$ cat config.mk
export PLATFORM = sky130hd
export DESIGN_NAME = clock_time_ctrl
export DESIGN_NICKNAME = d
export VERILOG_FILES = /design/src/rtl/clock_ctrl_pkg.sv /design/src/rtl/bcd2_counter.sv /design/src/rtl/clock_time_ctrl.sv
export SDC_FILE = /design/constraint.sdc
export NUM_CORES = 1
export LEC_CHECK = 0
export BUFFER_PORTS_ARGS = -buffer_cell sky130_fd_sc_hd__buf_2
export CORE_MARGIN = 2
export CORE_UTILIZATION = 40
export CTS_BUF_LIST = sky130_fd_sc_hd__clkbuf_8 sky130_fd_sc_hd__clkbuf_16
export DETAILED_ROUTE_END_ITERATION = 8
export GPL_ROUTABILITY_DRIVEN = 0
export PLACE_DENSITY = 0.65
export SKIP_CTS_REPAIR_TIMING = 1
export SYNTH_ARGS = -nofsm -noshare
export SYNTH_HDL_FRONTEND = slang
export SYNTH_HIERARCHICAL = 1
export SYNTH_SLANG_ARGS = --single-unit
$ cat constraint.sdc
create_clock -name clk -period 6.3 [get_ports clk]
set_input_delay 1.89 -clock clk [delete_from_list [all_inputs] [get_ports clk]]
set_output_delay 1.89 -clock clk [all_outputs]
set_load 0.01 [all_outputs]
$ cat src/rtl/clock_ctrl_pkg.sv
// Shared types and constants for the clock timekeeping / set-mode controller.
// The 12-hour display helpers are used only when TWELVE_HOUR_EN is defined.
package clock_ctrl_pkg;

  typedef enum logic [1:0] {
    RUN   = 2'd0,
    SET_H = 2'd1,
    SET_M = 2'd2
  } mode_e;

  typedef logic [3:0] bcd_t;

  localparam int HOURS_MOD = 24;
  localparam int MINS_MOD  = 60;
  localparam int SECS_MOD  = 60;

  // Maps an internal 24-hour BCD hour to its 12-hour display digits {tens, units}.
  function automatic logic [7:0] hour_to_12h(input bcd_t tens, input bcd_t units);
    logic [7:0] h;
    h = {tens, units};
    case (h)
      8'h00:   hour_to_12h = 8'h12;
      8'h13:   hour_to_12h = 8'h01;
      8'h14:   hour_to_12h = 8'h02;
      8'h15:   hour_to_12h = 8'h03;
      8'h16:   hour_to_12h = 8'h04;
      8'h17:   hour_to_12h = 8'h05;
      8'h18:   hour_to_12h = 8'h06;
      8'h19:   hour_to_12h = 8'h07;
      8'h20:   hour_to_12h = 8'h08;
      8'h21:   hour_to_12h = 8'h09;
      8'h22:   hour_to_12h = 8'h10;
      8'h23:   hour_to_12h = 8'h11;
      default: hour_to_12h = h;
    endcase
  endfunction

  // Valid BCD orders the same as binary, so a byte compare is enough.
  function automatic logic hour_is_pm(input bcd_t tens, input bcd_t units);
    hour_is_pm = ({tens, units} >= 8'h12);
  endfunction

endpackage

$ cat src/rtl/bcd2_counter.sv
// Two-digit BCD modulo-MOD counter with synchronous clear and a rollover flag.
// wrap is high in the cycle whose increment rolls the count back to 00.
module bcd2_counter
  import clock_ctrl_pkg::*;
#(
  parameter int MOD = 60
) (
  input  logic       clk,
  input  logic       rst,
  input  logic       inc,
  input  logic       clr,
  output logic [3:0] tens,
  output logic [3:0] units,
  output logic       wrap
);

  localparam bcd_t TENS_MAX  = 4'((MOD - 1) / 10);
  localparam bcd_t UNITS_MAX = 4'((MOD - 1) % 10);

  bcd_t tens_q, tens_d;
  bcd_t units_q, units_d;
  logic at_max;

  assign at_max = (tens_q == TENS_MAX) && (units_q == UNITS_MAX);

  always_comb begin
    // NOTE: every variable gets a default first so no path leaves it unassigned (no latch).
    tens_d  = tens_q;
    units_d = units_q;
    if (clr) begin
      tens_d  = '0;
      units_d = '0;
    end else if (inc) begin
      if (at_max) begin
        tens_d  = '0;
        units_d = '0;
      end else if (units_q == 4'd9) begin
        tens_d  = tens_q + 4'd1;
        units_d = '0;
      end else begin
        units_d = units_q + 4'd1;
      end
    end
  end

  // NOTE: state is updated with non-blocking assignments so all flops sample together.
  always_ff @(posedge clk) begin
    if (rst) begin
      tens_q  <= '0;
      units_q <= '0;
    end else begin
      tens_q  <= tens_d;
      units_q <= units_d;
    end
  end

  assign tens  = tens_q;
  assign units = units_q;
  assign wrap  = inc && !clr && at_max;

endmodule

$ cat src/rtl/clock_time_ctrl.sv
// 1 Hz timekeeping in BCD with a RUN -> SET_H -> SET_M button-driven set mode.
// Define TWELVE_HOUR_EN to add the pm output and a 12-hour hours display.
module clock_time_ctrl
  import clock_ctrl_pkg::*;
#(
  parameter int CLK_HZ = 27000000
) (
  input  logic       clk,
  input  logic       rst,
  input  logic       btn_mode,
  input  logic       btn_inc,
  output logic [3:0] hh,
  output logic [3:0] hl,
  output logic [3:0] mh,
  output logic [3:0] ml,
  output logic [3:0] sh,
  output logic [3:0] sl,
  output logic       dots_on,
  output logic       hide_h,
  output logic       hide_m,
  output logic [1:0] mode
`ifdef TWELVE_HOUR_EN
  ,
  output logic       pm
`endif
);

  localparam int PW = (CLK_HZ > 1) ? $clog2(CLK_HZ) : 1;
  localparam logic [PW-1:0] TERM = PW'(CLK_HZ - 1);
  localparam logic [PW-1:0] HALF = PW'(CLK_HZ / 2);

  mode_e         mode_q, mode_d;
  logic [PW-1:0] presc_q, presc_d;

  logic sec_tick, half;
  logic presc_clr, sec_clr, run_tick, hrs_set_inc, min_set_inc;
  logic sec_wrap, min_wrap, hrs_wrap_unused;
  logic min_inc, hrs_inc;
  bcd_t hrs_t, hrs_u;

  assign sec_tick = (presc_q == TERM);
  assign half     = (presc_q >= HALF);

  // btn_mode outranks btn_inc, and either outranks the seconds tick.
  always_comb begin
    mode_d      = mode_q;
    presc_clr   = 1'b0;
    sec_clr     = 1'b0;
    run_tick    = 1'b0;
    hrs_set_inc = 1'b0;
    min_set_inc = 1'b0;
    if (btn_mode) begin
      case (mode_q)
        RUN:     mode_d = SET_H;
        SET_H:   mode_d = SET_M;
        default: begin
          mode_d    = RUN;
          sec_clr   = 1'b1;
          presc_clr = 1'b1;
        end
      endcase
    end else if (btn_inc && mode_q == SET_H) begin
      hrs_set_inc = 1'b1;
      presc_clr   = 1'b1;
    end else if (btn_inc && mode_q == SET_M) begin
      min_set_inc = 1'b1;
      presc_clr   = 1'b1;
    end else if (mode_q == RUN) begin
      run_tick = sec_tick;
    end
    presc_d = (presc_clr || sec_tick) ? '0 : presc_q + PW'(1);
  end

  always_ff @(posedge clk) begin
    if (rst) begin
      mode_q  <= RUN;
      presc_q <= '0;
    end else begin
      mode_q  <= mode_d;
      presc_q <= presc_d;
    end
  end

  // Carries chain only on a RUN tick; set-mode increments never ripple upward.
  assign min_inc = min_set_inc | (run_tick & sec_wrap);
  assign hrs_inc = hrs_set_inc | (run_tick & min_wrap);

  bcd2_counter #(.MOD(SECS_MOD)) u_secs (
    .clk   (clk),
    .rst   (rst),
    .inc   (run_tick),
    .clr   (sec_clr),
    .tens  (sh),
    .units (sl),
    .wrap  (sec_wrap)
  );

  bcd2_counter #(.MOD(MINS_MOD)) u_mins (
    .clk   (clk),
    .rst   (rst),
    .inc   (min_inc),
    .clr   (1'b0),
    .tens  (mh),
    .units (ml),
    .wrap  (min_wrap)
  );

  bcd2_counter #(.MOD(HOURS_MOD)) u_hrs (
    .clk   (clk),
    .rst   (rst),
    .inc   (hrs_inc),
    .clr   (1'b0),
    .tens  (hrs_t),
    .units (hrs_u),
    .wrap  (hrs_wrap_unused)
  );

`ifdef TWELVE_HOUR_EN
  assign {hh, hl} = hour_to_12h(hrs_t, hrs_u);
  assign pm       = hour_is_pm(hrs_t, hrs_u);
`else
  assign hh = hrs_t;
  assign hl = hrs_u;
`endif

  assign mode    = mode_q;
  assign dots_on = (mode_q == RUN) ? !half : 1'b1;
  assign hide_h  = (mode_q == SET_H) && half;
  assign hide_m  = (mode_q == SET_M) && half;

endmodule

## Yosys cells after proc, flatten, opt, wreduce, memory -nomap -nowiden

Index checks and enable logic that the tools add are counted.

| cells by class | value |
|---|---|
| reductions and logical operators | 23 |
| eq/ne operators | 10 |
| multiplexer cells | 27 |
| add/sub/neg operators | 7 |
| order comparisons | 1 |
| bitwise gates (word level) | 4 |

Operators with widths:

| cell | number |
|---|---|
| 2-to-1 mux 4 bit | 12 |
| adder 25 x 1 -> 25 bit, second input constant | 1 |
| equality test 25 bit, second input constant | 1 |
| greater-or-equal comparator 25 x 24 -> 1 bit, second input constant | 1 |
| adder 4 x 1 -> 4 bit, second input constant | 6 |
| 2-to-1 mux 1 bit | 14 |
| equality test 4 bit, second input constant | 3 |
| logical AND 1 bit | 10 |
| equality test 4 x 2 -> 1 bit, second input constant | 2 |
| equality test 4 x 3 -> 1 bit, second input constant | 2 |
| AND reduction 2 bit | 3 |
| nonzero test 2 bit | 3 |
| OR reduction 2 bit | 3 |
| one-hot mux 2 bit (2 select lines) | 1 |
| AND 1 bit | 2 |
| equality test 2 x 1 -> 1 bit, second input constant | 1 |
| equality test 2 bit, second input constant | 1 |
| logical NOT 1 bit | 2 |
| logical NOT 2 bit | 1 |
| bitwise OR 1 bit | 2 |
| logical OR 1 bit | 1 |

| storage, ports and cells | value |
|---|---|
| input port bits | 4 |
| register bits | 51 |

## Longest topological paths before layout

| depth | value |
|---|---|
| depth after elaboration | 13 |
| depth in mapped cells | 20 |
| depth with buffers taken out | 17 |

## Cells and area by module

The synthesis kept the hierarchy.

By module, submodules not included:

| module | area each (sq um) | seq. area each (sq um) | instances | cells an instance |
|---|---|---|---|---|
| clock_time_ctrl | 1594.0 | 540.5 | 1 | 182 |
| bcd2_counter (u_mins ...) | 429.2 | 160.2 | 2 | 44 |
| bcd2_counter (u_hrs) | 456.7 | 160.2 | 1 | 51 |

## Least setup slack after synthesis

Ideal clock, no wire load.

| timing | value |
|---|---|
| path kind | input-to-reg |
| start | input btn_mode |
| end | register u_hrs.tens_q[3], in the netlist u_hrs/tens[3] |
| setup time | 0.070 ns |
| arrival time | 5.748 ns |
| setup slack | 0.482 ns |
| path buffers | 4 |
| stages on the path | 19 |
| path through | clkbuf_1 > or3_1 > nor4_1 > buf_6 > nand4b_4 > nor3_1 > nand4b_1 > or3_1 > a211oi_1 > buf_6 > nand4b_4 > nor3_1 > nand4b_1 > or3_1 > a211oi_1 > buf_2 > nand4b_1 > or3_1 > a21oi_1 |

| between the ends | value |
|---|---|
| elaborated cells between the ends (all ways) | 13 |
| those cells by class | mux: 4; bitwise: 4; reduce/logical: 5 |

RTL lines:

| element | line | RTL |
|---|---|---|
| from (decl) | clock_time_ctrl.sv:10 | `input logic btn_mode,` |
| 2-to-1 mux 1 bit | clock_time_ctrl.sv:52 | `if (btn_mode) begin` |
| net run_tick | clock_time_ctrl.sv:36 | `logic presc_clr, sec_clr, run_tick, hrs_set_inc, min_set_inc;` |
| logical AND 1 bit (2 in a row) | bcd2_counter.sv:59 | `assign wrap = inc && !clr && at_max;` |
| net sec_wrap | clock_time_ctrl.sv:37 | `logic sec_wrap, min_wrap, hrs_wrap_unused;` |
| AND 1 bit | clock_time_ctrl.sv:85 | `assign min_inc = min_set_inc \| (run_tick & sec_wrap);` |
| bitwise OR 1 bit | clock_time_ctrl.sv:85 |  |
| net min_inc | clock_time_ctrl.sv:38 | `logic min_inc, hrs_inc;` |
| logical AND 1 bit | bcd2_counter.sv:59 |  |
| net min_wrap | clock_time_ctrl.sv:37 |  |
| AND 1 bit | clock_time_ctrl.sv:86 | `assign hrs_inc = hrs_set_inc \| (run_tick & min_wrap);` |
| bitwise OR 1 bit | clock_time_ctrl.sv:86 |  |
| net hrs_inc | clock_time_ctrl.sv:38 |  |
| AND reduction 2 bit (no line) | -- |  |
| to (signal assigned) | bcd2_counter.sv:52 | `tens_q <= tens_d;` |
| to (decl) | bcd2_counter.sv:20 | `bcd_t tens_q, tens_d;` |

The timed path passes the listed nets, and every way through them passes these cells.
A chain may end at the register's enable or synchronous reset.

## Worst setup path in the final report

| timing | value |
|---|---|
| start | input btn_mode |
| end | register u_hrs.tens_q[2], in the netlist u_hrs/tens[2] |

Same word-level chain as after synthesis.

==> metrics <==
status complete, no violations; Req. time, crit path around 6500 ps; diode count 0; Combinational Power Share 4.3%; die area 0.007948 mm2; Starting Density 40.64%; syn avg cell area slightly above 9 um2; total power 592.0 uW; crit path launch type input pin; Ports 33; maximum vdd drop ~74 uV; Psw roughly 130 uW; Clock Power Share roughly two fifths; vias per cell between 5 and 6; Tmin final roughly 5700 ps; Power Density 180.9 mW/mm2; clock root cell clkbuf_8; worst min-delay path category register to register; Flop pwr share a little under three fifths; setup violators final 0; Total Wirelength 6045 um; pre-CTS setup slack 93.80 ps; Total Routing Usage GR between 10% and 20%; most used cell, CP or3_1; kind of end point of the critical path register; worst-path cell chain buf_2 -> or3_1 -> nor4_2 -> nand4b_4 -> nor3_1 -> nand4b_1 -> or3_1 -> a211oi_1 -> buf_4 -> nand4b_4 -> nor3_1 -> nand4b_1 -> or3_1 -> a211oi_1 -> nand4b_1 -> or3_1 -> a21oi_1; RSZ-0062 raised after global routing false; Clock Sinks between 50 and 60; P&R area growth vs syn 12.86%; initial antenna violation count 0; P_leak 0.001223 uW; Die X between 80 and 90 um; Residual DRC 0; Fin. Hold Viols 0; Sw Ratio 21.80%; max-slew violation count 0; vias in the first global route about 2200; Std-Cell Rows 31; Max Fanout on Critical Path 9; total number of yosys warnings 6; worst hold slack around 500 ps; Reg clk slew, reported paths roughly 90 ps; achievable frequency about 0.17 GHz; Pint 462.9 uW; GRT overflow 0; die height about 89 um; critical path type input pin to register; fin crit share approximately nine tenths; synthesized area slightly below 0.003 mm2; largest net degree at the start of global routing 26; Clock Path Buffers 2; I/O Buffers 32; setup TNS 0 ps; first-pass GRT wire length a little over 10000 um; Layout Utilization between 40 and 50%; Worst Max-Slew Pin Slew 636.3 ps; fraction of layout cells with a size suffix above 1 about 19%; slowest stage delay, CP ~410 ps; core area 0.007137 mm2; vias around 2500; CTS Buf Count 5; Rel. slew slack about 57%; latest clock arrival within the worst-skew pair roughly 300 ps; drt initial violations ~140; number of detailed-route iterations in the first pass 4; drt wl/cell roughly 13 um; H-tree depth 2; Cells after Synth 320; skew final between 4 and 5 ps; Critical Path Slowest Stage Cell or3_1; Max-Cap Viols 0; fin nets about 370; PnR worst setup slack a little under 600 ps; CTS tree built; Worst EP arrival a little under 6000 ps; antenna viol nets, final 0; DP HPWL about 4400 um
critical path, delay by kind of cell:
kind                   cells  cell delay, ps
AO/OA/AOI/OAI              3             720
buffers and inverters      2             360
AND/OR/NAND/NOR           12            2960
final timing paths:
kind / startpoint / to / slack (ps) / cells after the start
max: btn_mode / u_hrs/tens[2]$_SDFFE_PP0P_ / 580 / 17
min: u_hrs/tens[3]$_SDFFE_PP0P_ / u_hrs/tens[3]$_SDFFE_PP0P_ / 510 / 2
max reg2reg: presc_q[0]$_SDFF_PP0_ / u_hrs/tens[2]$_SDFFE_PP0P_ / 1360 / 18
min reg2reg: u_hrs/tens[3]$_SDFFE_PP0P_ / u_hrs/tens[3]$_SDFFE_PP0P_ / 510 / 2
state kept, by name, summed over array words and instances (netlist names):
register      flops
u_mins/units      4
u_mins/tens       4
u_secs/tens       4
presc_q          25
mode              2
u_secs/units      4
u_hrs/units       4
u_hrs/tens        4
placed cells by master, fill, tap and decap left out, types with 4 or more instances in the layout:
master    count
nor3_1       20
buf_4         5
a21oi_1       7
nand4b_1      5
nor4_1        4
a211oi_1     12
or3_1        11
xnor2_1       9
clkbuf_8      6
nand3b_1      7
o21ai_0      12
nand4_1      15
dfxtp_1      51
ha_1         14
or4_1         4
nand2_1      17
buf_2        32
o41ai_1       6
conb_1        6
xor2_1       12
nor2_1       17
nor3b_1       4
inv_1        15
nand3_1      15
power by group through the flow:
stage | Combinational (uW) | Sequential [uW] | Clock (uW)
after floorplan | 19.8 | 336 | 0
after global placement | 24.4 | 338 | 0
after detailed placement | 24.9 | 339 | 0
after CTS | 25.1 | 331 | 244
after global routing | 28.8 | 332 | 258
final | 25.2 | 331 | 236
layer usage:
layer,vias up,track usage [%],routed length (um)
met5,-,0,0
met4,0,5.292,94
met3,8,3.139,195
met2,46,26.06,2766
met1,1163,21.22,2989
li1,1271,-,-
stage by stage:
stage	cell area, um2	instances
finish	3273	455
global route	3273	455
CTS	3267	455
detailed placement	3149	447
global placement	3149	447
floorplan	2919	325
layout make-up:
type	count	area [um2]
tap	99	123.9
timing repair buffer	37	197.7
sequential	51	1021
inverter	15	56.30
multi-input combinational	245	1757
clock inverter	2	35.03
clock buffer	6	82.58
fill	728	3864
Power figures use the tool's default switching activity.
